$ cat src/rtl/pat_pkg.sv
// Shared definitions for the X-line sequencer and the external X-step counter:
// step codes, the code-to-delta mapping both sides must agree on, and the
// sequencer FSM states.
package pat_pkg;

    localparam int XW_DEFAULT = 12;
    localparam int LW_DEFAULT = 8;

    // Counter step select codes.
    typedef enum logic [1:0] {
        ZERO  = 2'b00,
        ONE   = 2'b01,
        FOUR  = 2'b10,
        EIGHT = 2'b11
    } xmode_e;

    // Sequencer FSM states.
    typedef enum logic [2:0] {
        IDLE     = 3'd0,
        LOAD     = 3'd1,
        RUN      = 3'd2,
        LINE_END = 3'd3,
        DONE     = 3'd4
    } seq_state_e;

    // Step size selected by an Xmode code; the counter adds this to LoadVal.
    function automatic logic [3:0] xmode_delta(input logic [1:0] code);
        logic [3:0] d;
        case (code)
            2'b00:   d = 4'd0;
            2'b01:   d = 4'd1;
            2'b10:   d = 4'd4;
            default: d = 4'd8;
        endcase
        return d;
    endfunction

endpackage

$ cat src/rtl/pat_x_sequencer_if.sv
// Pixel stream from the X-line sequencer to the downstream pixel consumer.
//
// Handshake: a beat transfers on a rising clk edge where pix_valid and
// pix_ready are both 1. While pix_valid is 1 and pix_ready is 0 the master
// holds pix_x and pix_last stable. pix_last is meaningful only with pix_valid.
interface pat_x_sequencer_if #(
    parameter int XW = pat_pkg::XW_DEFAULT
);
    logic [XW-1:0] pix_x;
    logic          pix_valid;
    logic          pix_last;
    logic          pix_ready;

    modport master (output pix_x, output pix_valid, output pix_last, input pix_ready);
    modport slave  (input pix_x, input pix_valid, input pix_last, output pix_ready);
endinterface

$ cat src/rtl/pat_x_sequencer.sv
// Line-scan controller: steers the external 12-bit X-step counter through
// x_start..x_end for num_lines lines and streams the counter output as pixel
// X coordinates. The counter sits beside this block; its registered output
// comes back on cnt_out one cycle after cnt_enb/Xmode/LoadVal are driven.
//
// Build option: define PAT_XSEQ_STALL_CNT_EN to enable the saturating
// stall_cnt counter; otherwise stall_cnt is tied to 0.
module pat_x_sequencer
    import pat_pkg::*;
#(
    parameter int XW = XW_DEFAULT,
    parameter int LW = LW_DEFAULT
) (
    input  logic                   clk,
    input  logic                   rst_n,
    input  logic                   start,
    input  logic                   abort,
    input  logic [XW-1:0]          x_start,
    input  logic [XW-1:0]          x_end,
    input  logic [1:0]             step_mode,
    input  logic [LW-1:0]          num_lines,
    output logic                   cnt_enb,
    output logic [1:0]             Xmode,
    output logic [XW-1:0]          LoadVal,
    input  logic [XW-1:0]          cnt_out,
    pat_x_sequencer_if.master      pix_if,
    output logic [LW-1:0]          line_idx,
    output logic                   busy,
    output logic                   done,
    output logic [15:0]            stall_cnt,
    output logic [2:0]             dbg_state
);

    localparam int XW1 = XW + 1;

    seq_state_e    state_q, state_d;
    logic [LW-1:0] line_q, line_d;
    logic          done_q, done_d;

    logic [XW-1:0] xs_q, xe_q;
    xmode_e        mode_q;
    logic [LW-1:0] nl_q;

    logic          start_acc;
    logic [XW:0]   nxt_x;
    logic          last_px;
    logic          pix_valid_c;
    logic          pix_last_c;

    assign start_acc = (state_q == IDLE) && start && !abort;

    // One extra bit on the next-X sum so a step past the top of the range is
    // seen as larger than any x_end instead of wrapping to a small value.
    assign nxt_x   = {1'b0, cnt_out} + XW1'(xmode_delta(mode_q));
    assign last_px = (mode_q == ZERO) || (nxt_x > {1'b0, xe_q}) || (cnt_out >= xe_q);

    // FSM state, line index and done flag registers.
    always_ff @(posedge clk or negedge rst_n) begin
        if (!rst_n) begin
            state_q <= IDLE;
            line_q  <= '0;
            done_q  <= 1'b0;
        end else begin
            state_q <= state_d;
            line_q  <= line_d;
            done_q  <= done_d;
        end
    end

    // Frame configuration is latched only when a start is accepted.
    always_ff @(posedge clk or negedge rst_n) begin
        if (!rst_n) begin
            xs_q   <= '0;
            xe_q   <= '0;
            mode_q <= ZERO;
            nl_q   <= '0;
        end else if (start_acc) begin
            xs_q   <= x_start;
            xe_q   <= x_end;
            mode_q <= xmode_e'(step_mode);
            nl_q   <= num_lines;
        end
    end

    // Next-state logic plus counter and pixel-stream controls.
    always_comb begin
        state_d     = state_q;
        line_d      = line_q;
        cnt_enb     = 1'b0;
        Xmode       = ZERO;
        LoadVal     = '0;
        pix_valid_c = 1'b0;
        pix_last_c  = 1'b0;

        case (state_q)
            IDLE: begin
                if (start) begin
                    line_d  = '0;
                    state_d = (num_lines == '0) ? DONE : LOAD;
                end
            end
            LOAD: begin
                // Seed the counter with x_start; it appears on cnt_out in RUN.
                cnt_enb = 1'b1;
                LoadVal = xs_q;
                Xmode   = ZERO;
                state_d = RUN;
            end
            RUN: begin
                pix_valid_c = 1'b1;
                pix_last_c  = last_px;
                if (!pix_if.pix_ready) begin
                    // Reload the current value with a zero step so it holds.
                    cnt_enb = 1'b1;
                    LoadVal = cnt_out;
                    Xmode   = ZERO;
                end else if (!last_px) begin
                    cnt_enb = 1'b1;
                    LoadVal = cnt_out;
                    Xmode   = mode_q;
                end else begin
                    state_d = LINE_END;
                end
            end
            LINE_END: begin
                // Counter enable low here clears the counter between lines.
                if (line_q == nl_q - LW'(1)) begin
                    state_d = DONE;
                end else begin
                    line_d  = line_q + LW'(1);
                    state_d = LOAD;
                end
            end
            DONE: begin
                state_d = IDLE;
            end
            default: begin
                state_d = IDLE;
            end
        endcase

        if (abort) begin
            state_d = IDLE;
            line_d  = '0;
        end

        done_d = (state_d == DONE);
    end

    assign pix_if.pix_x     = cnt_out;
    assign pix_if.pix_valid = pix_valid_c;
    assign pix_if.pix_last  = pix_last_c;

    assign line_idx  = line_q;
    assign busy      = (state_q != IDLE);
    assign done      = done_q;
    assign dbg_state = state_q;

`ifdef PAT_XSEQ_STALL_CNT_EN
    logic [15:0] stall_q;

    // Count cycles where a pixel is offered but not taken; saturating.
    always_ff @(posedge clk or negedge rst_n) begin
        if (!rst_n) begin
            stall_q <= '0;
        end else if (start_acc) begin
            stall_q <= '0;
        end else if ((state_q == RUN) && !pix_if.pix_ready && (stall_q != 16'hFFFF)) begin
            stall_q <= stall_q + 16'd1;
        end
    end

    assign stall_cnt = stall_q;
`else
    assign stall_cnt = 16'h0000;
`endif

endmodule

$ cat src/flat_wrapper.sv
// flat-port wrapper written by rule: the top's interface ports become plain ports
module pat_x_sequencer_flat import pat_pkg::*;
#(
    parameter int XW = XW_DEFAULT,
    parameter int LW = LW_DEFAULT
)
  (clk, rst_n, start, abort, x_start, x_end, step_mode, num_lines, cnt_enb, Xmode, LoadVal, cnt_out, line_idx, busy, done, stall_cnt, dbg_state, pix_if_pix_x, pix_if_pix_valid, pix_if_pix_last, pix_if_pix_ready);
  pat_x_sequencer_if #(.XW(XW)) pix_if_i ();
  input  logic clk;
  input  logic rst_n;
  input  logic start;
  input  logic abort;
  input  logic [XW-1:0] x_start;
  input  logic [XW-1:0] x_end;
  input  logic [1:0] step_mode;
  input  logic [LW-1:0] num_lines;
  output logic cnt_enb;
  output logic [1:0] Xmode;
  output logic [XW-1:0] LoadVal;
  input  logic [XW-1:0] cnt_out;
  output logic [LW-1:0] line_idx;
  output logic busy;
  output logic done;
  output logic [15:0] stall_cnt;
  output logic [2:0] dbg_state;
  output wire logic [$bits(pix_if_i.pix_x)-1:0] pix_if_pix_x;
  output wire logic [$bits(pix_if_i.pix_valid)-1:0] pix_if_pix_valid;
  output wire logic [$bits(pix_if_i.pix_last)-1:0] pix_if_pix_last;
  input wire logic [$bits(pix_if_i.pix_ready)-1:0] pix_if_pix_ready;
  assign pix_if_pix_x = pix_if_i.pix_x;
  assign pix_if_pix_valid = pix_if_i.pix_valid;
  assign pix_if_pix_last = pix_if_i.pix_last;
  assign pix_if_i.pix_ready = pix_if_pix_ready;
  pat_x_sequencer #(.XW(XW), .LW(LW)) u_core (.clk(clk), .rst_n(rst_n), .start(start), .abort(abort), .x_start(x_start), .x_end(x_end), .step_mode(step_mode), .num_lines(num_lines), .cnt_enb(cnt_enb), .Xmode(Xmode), .LoadVal(LoadVal), .cnt_out(cnt_out), .pix_if(pix_if_i), .line_idx(line_idx), .busy(busy), .done(done), .stall_cnt(stall_cnt), .dbg_state(dbg_state));
endmodule
$ cat config.mk
export PLATFORM = sky130hd
export DESIGN_NAME = pat_x_sequencer_flat
export DESIGN_NICKNAME = d
export VERILOG_FILES = /design/src/rtl/pat_pkg.sv /design/src/rtl/pat_x_sequencer_if.sv /design/src/rtl/pat_x_sequencer.sv /design/src/flat_wrapper.sv
export SDC_FILE = /design/constraint.sdc
export NUM_CORES = 1
export LEC_CHECK = 0
export BUFFER_PORTS_ARGS = -buffer_cell sky130_fd_sc_hd__buf_2
export CELL_PAD_IN_SITES_DETAIL_PLACEMENT = 0
export CELL_PAD_IN_SITES_GLOBAL_PLACEMENT = 1
export CORE_MARGIN = 2
export CORE_UTILIZATION = 35
export DETAILED_ROUTE_END_ITERATION = 12
export PLACE_DENSITY_LB_ADDON = 0.25
export SLEW_MARGIN = 20
export SYNTH_ARGS = -nofsm -noshare
export SYNTH_HDL_FRONTEND = slang
export SYNTH_SLANG_ARGS = --single-unit
$ cat constraint.sdc
create_clock -name clk -period 6.8 [get_ports clk]
set_clock_uncertainty 0.05 [all_clocks]
set_input_delay 2.04 -clock clk [delete_from_list [all_inputs] [get_ports clk]]
set_output_delay 2.04 -clock clk [all_outputs]
set_load 0.05 [all_outputs]
==> metrics.md <==
| Metric | Value |
|---|---|
| Status | finished with violations |
| Failing checks | setup timing |
| Remaining global-route overflow | 0 |
| FILL cells | 953 |
| Min-delay worst type | reg -> reg |
| Clock latency on the worst-skew pair | 0.30 ns |
| Worst vdd ir | 159 uV |
| Post-Route WL | 8.79 mm |
| CP startpoint kind | input port |
| Crit path capture | LoadVal[3] |
| CP max FO | 7 |
| Core area | 9280 sq um |
| Clock tree buffer depth | 2 |
| WP data required | 4.71 ns |
| Setup_tns | -0.265 ns |
| Max-slew violations | 0 |
| Crit path kind | in -> out |
| DRC Markers | 0 |
| #FFs+latches synth | 46 |
| Final RePlAce weighted congestion | 0.772 |
| LEAKAGE | 2.07 nW |
| Vias | 2876 |
| I/O pin count | 109 |
| Nets | 533 |
| Clock-pin slew on the worst setup and hold paths | 0.08 ns |
| Starting Density | 36.3% |
| DIE HEIGHT | 102 um |
| Final instance area | 4330 sq um |
| Power consumption | 1.20 mW |
| Antenna-violating nets left | 0 |
| Data arrival time of the critical path | 4.74 ns |
| Reg2Reg Depth | 17 |
| Worst r2r dst | u_core.dbg_state[0] |
| Reg2Reg Setup Slack | 3.49 ns |
| Synth warn | 0 |
| Fin. Hold Viols | 0 |
| Fmax | 0.146 GHz |
| Max cap viols | 0 |
| Netlist cell types | 51 |
| RSZ-0062 raised after global routing | yes |
| Final min period | 6.83 ns |
| Setup ws final | -0.0316 ns |
| Area Growth Syn to Fin | 28.5% |
| Die width | 102 um |
| Vias/cell | 4.94 |
| Placed instance area | 3950 sq um |
| CTS tree | done |
| Sequential fraction of the synthesis area | 34.2% |
| # rows | 35 |
| Setup crit start | cnt_out[0] |
| Setup-failing EPs final | 14 |
| Largest net degree at the start of global routing | 48 |
| Least-Margin Pin Slew | 0.956 ns |
| Die Area | 10400 sq um |
| First-pass detailed-route iteration total | 4 |
| Power per Cell Area | 277 nW/um^2 |
| Syn Inst Count | 355 |
| Synthesized cell area | 3370 sq um |
| DP HPWL | 6.75 mm |
| Layout cell share with drive strength beyond 1 | 40.4% |
| Sink Count | 46 |
| Total GRT Usage | 17.6% |
| Avg WL per Cell | 15.1 um |
| Number of antenna violations at the first check in global routing | 0 |
| R2r startpoint | u_core.mode_q[0] |
| Relative slew slack | 36.0% |
| I/O Buffers | 92 |
| Avg Inst Size Synth | 9.49 sq um |
| CTS root buf | clkbuf_8 |
| Vias in the first global route | 2907 |
| # H-tree levels | 2 |
| CTS Buf Count | 5 |
| CP endpoint kind | output pin |
| ANT cells | 0 |
| Tcrit/Tclk final | 100% |
| Global-route wire length before repair | 14.3 mm |
| Iter 0 DRT Violations | 98 |
## repair_timing
action	in CTS	in global routing
resized for setup	51	12
hold buffers	0	0
pin swaps	16	5
endpoints found under the hold margin	0	0
setup endpoints to repair	16	16
buffers inserted	3	0
## registers in the layout (all words and copies together) (netlist names)
signal and cells:
u_core.xs_q 12, u_core.xe_q 12, u_core.line_idx 8, u_core.nl_q 8, u_core.dbg_state 3, u_core.mode_q 2
u_core.done 1
## layer usage
metal / wire length, um / global-route usage, %
met1: 4310 / 25.4
met2: 3970 / 27.3
met3: 407 / 2.80
met4: 110 / 5.13
met5: 0 / 0
## logic make-up after synthesis
logic type | count (synthesis) | synth area share (%)
compound gates | 81 | 17.2
xor+xnor | 17 | 4.42
fa+ha+maj | 30 | 11.1
buf+inv | 59 | 10.1
flops | 46 | 34.2
mux | 22 | 7.32
other cells | 1 | 0.111
simple gates | 99 | 15.6
## power by group
part / leakage, nW / switching [mW] / internal [mW]
sequential: 0.573 / 0.0507 / 0.337
clock: 0.0575 / 0.0948 / 0.103
combinational: 1.44 / 0.351 / 0.263
total: 2.07 / 0.496 / 0.703
## cells in the final DEF, fill, tap and decap left out, drive strengths merged, types with 4 or more instances in the layout
cell      n
nor4      6
clkbuf    8
o211ai    5
o21ai    23
mux2     21
nand4     7
nor2b     7
conb     16
and2      6
nor2     15
inv      20
ha       30
a31oi     4
nor3      9
dfrtp    46
a32o     12
xnor2    11
xor2      6
nand3     7
a21oi    18
a21o      7
buf     114
or3       5
nand2    25
## critical path, stage by stage
cell and delay (ns):
buf_8 0.10, ha_4 0.16, ha_4 0.15, a21o_1 0.16
a21oi_2 0.19, nor2_1 0.08, nand4_1 0.09, xnor2_1 0.12
ha_1 0.26, a21o_1 0.20, a21oi_2 0.15, o211ai_1 0.11
o21ai_1 0.17, o2111ai_2 0.16, nand2_2 0.13, buf_6 0.12
a32o_2 0.19, buf_8 0.15
## per-stage QoR
step	worst slack, ns	cells	hold slack [ns]	util, %
3_5_place_dp	-0.320	570	0.453	42.5
4_1_cts	-0.0399	581	0.472	46.0
2_1_floorplan	0.00657	370	0.431	-
6_report	-0.0316	582	0.471	46.6
3_3_place_gp	-0.262	570	0.446	42.5
5_1_grt	-0.220	582	0.496	46.6
## how the worst min path moves through the flow
stage              startpoint              to  slack [ns]  cells after the start
2_1_floorplan  u_core.xs_q[1]  u_core.xs_q[1]        0.43                      1
3_5_place_dp   u_core.xs_q[4]  u_core.xs_q[4]        0.45                      1
3_3_place_gp   u_core.xs_q[9]  u_core.xs_q[9]        0.45                      1
5_1_grt        u_core.xs_q[3]  u_core.xs_q[3]        0.50                      1
4_1_cts        u_core.xs_q[4]  u_core.xs_q[4]        0.47                      1
6_report       u_core.xs_q[3]  u_core.xs_q[3]        0.47                      1
## cell usage after synthesis (all sizes together)
cell type  count  area share, %
nor4           6            1.3
o21a           2           0.45
o21ai         23            3.8
nor3           9            1.3
inv           20            2.2
buf           33            7.2
nor2          15            1.7
o31a           2           0.52
or3            5           0.93
a32o          12            3.6
nand2         25            2.8
o2111ai        1           0.26
a32oi          1           0.26
mux2          21            7.0
nand3          7            1.2
o31ai          2           0.45
nor4b          2           0.52
and2           6            1.1
dfrtp         46             34
a31oi          4           0.93
a211oi         2           0.59
mux2i          1           0.30
nand2b         3           0.56
xor2           6            1.6
nand3b         1           0.22
or2            1           0.19
nor3b          2           0.45
xnor2         11            2.9
nor2b          7            1.3
conb           1           0.11
nand4          7            1.3
ha            30             11
a22o           1           0.30
o211ai         5            1.5
o21bai         1           0.22
a21o           7            1.6
clkbuf         6           0.67
or4            1           0.22
a21oi         18            2.8
and3b          2           0.56
## area by class of cell
| cell class | count | area, sq um | share of cell area, % |
|---|---|---|---|
| clock buffers | 8 | 110 | 2.54 |
| inverters | 20 | 75.1 | 1.73 |
| multi-input cells | 265 | 2050 | 47.4 |
| flip-flops and latches | 46 | 1150 | 26.6 |
| well taps | 129 | 161 | 3.73 |
| repair buffers | 114 | 781 | 18.0 |
Note: power is estimated with default switching activity, not from simulation.
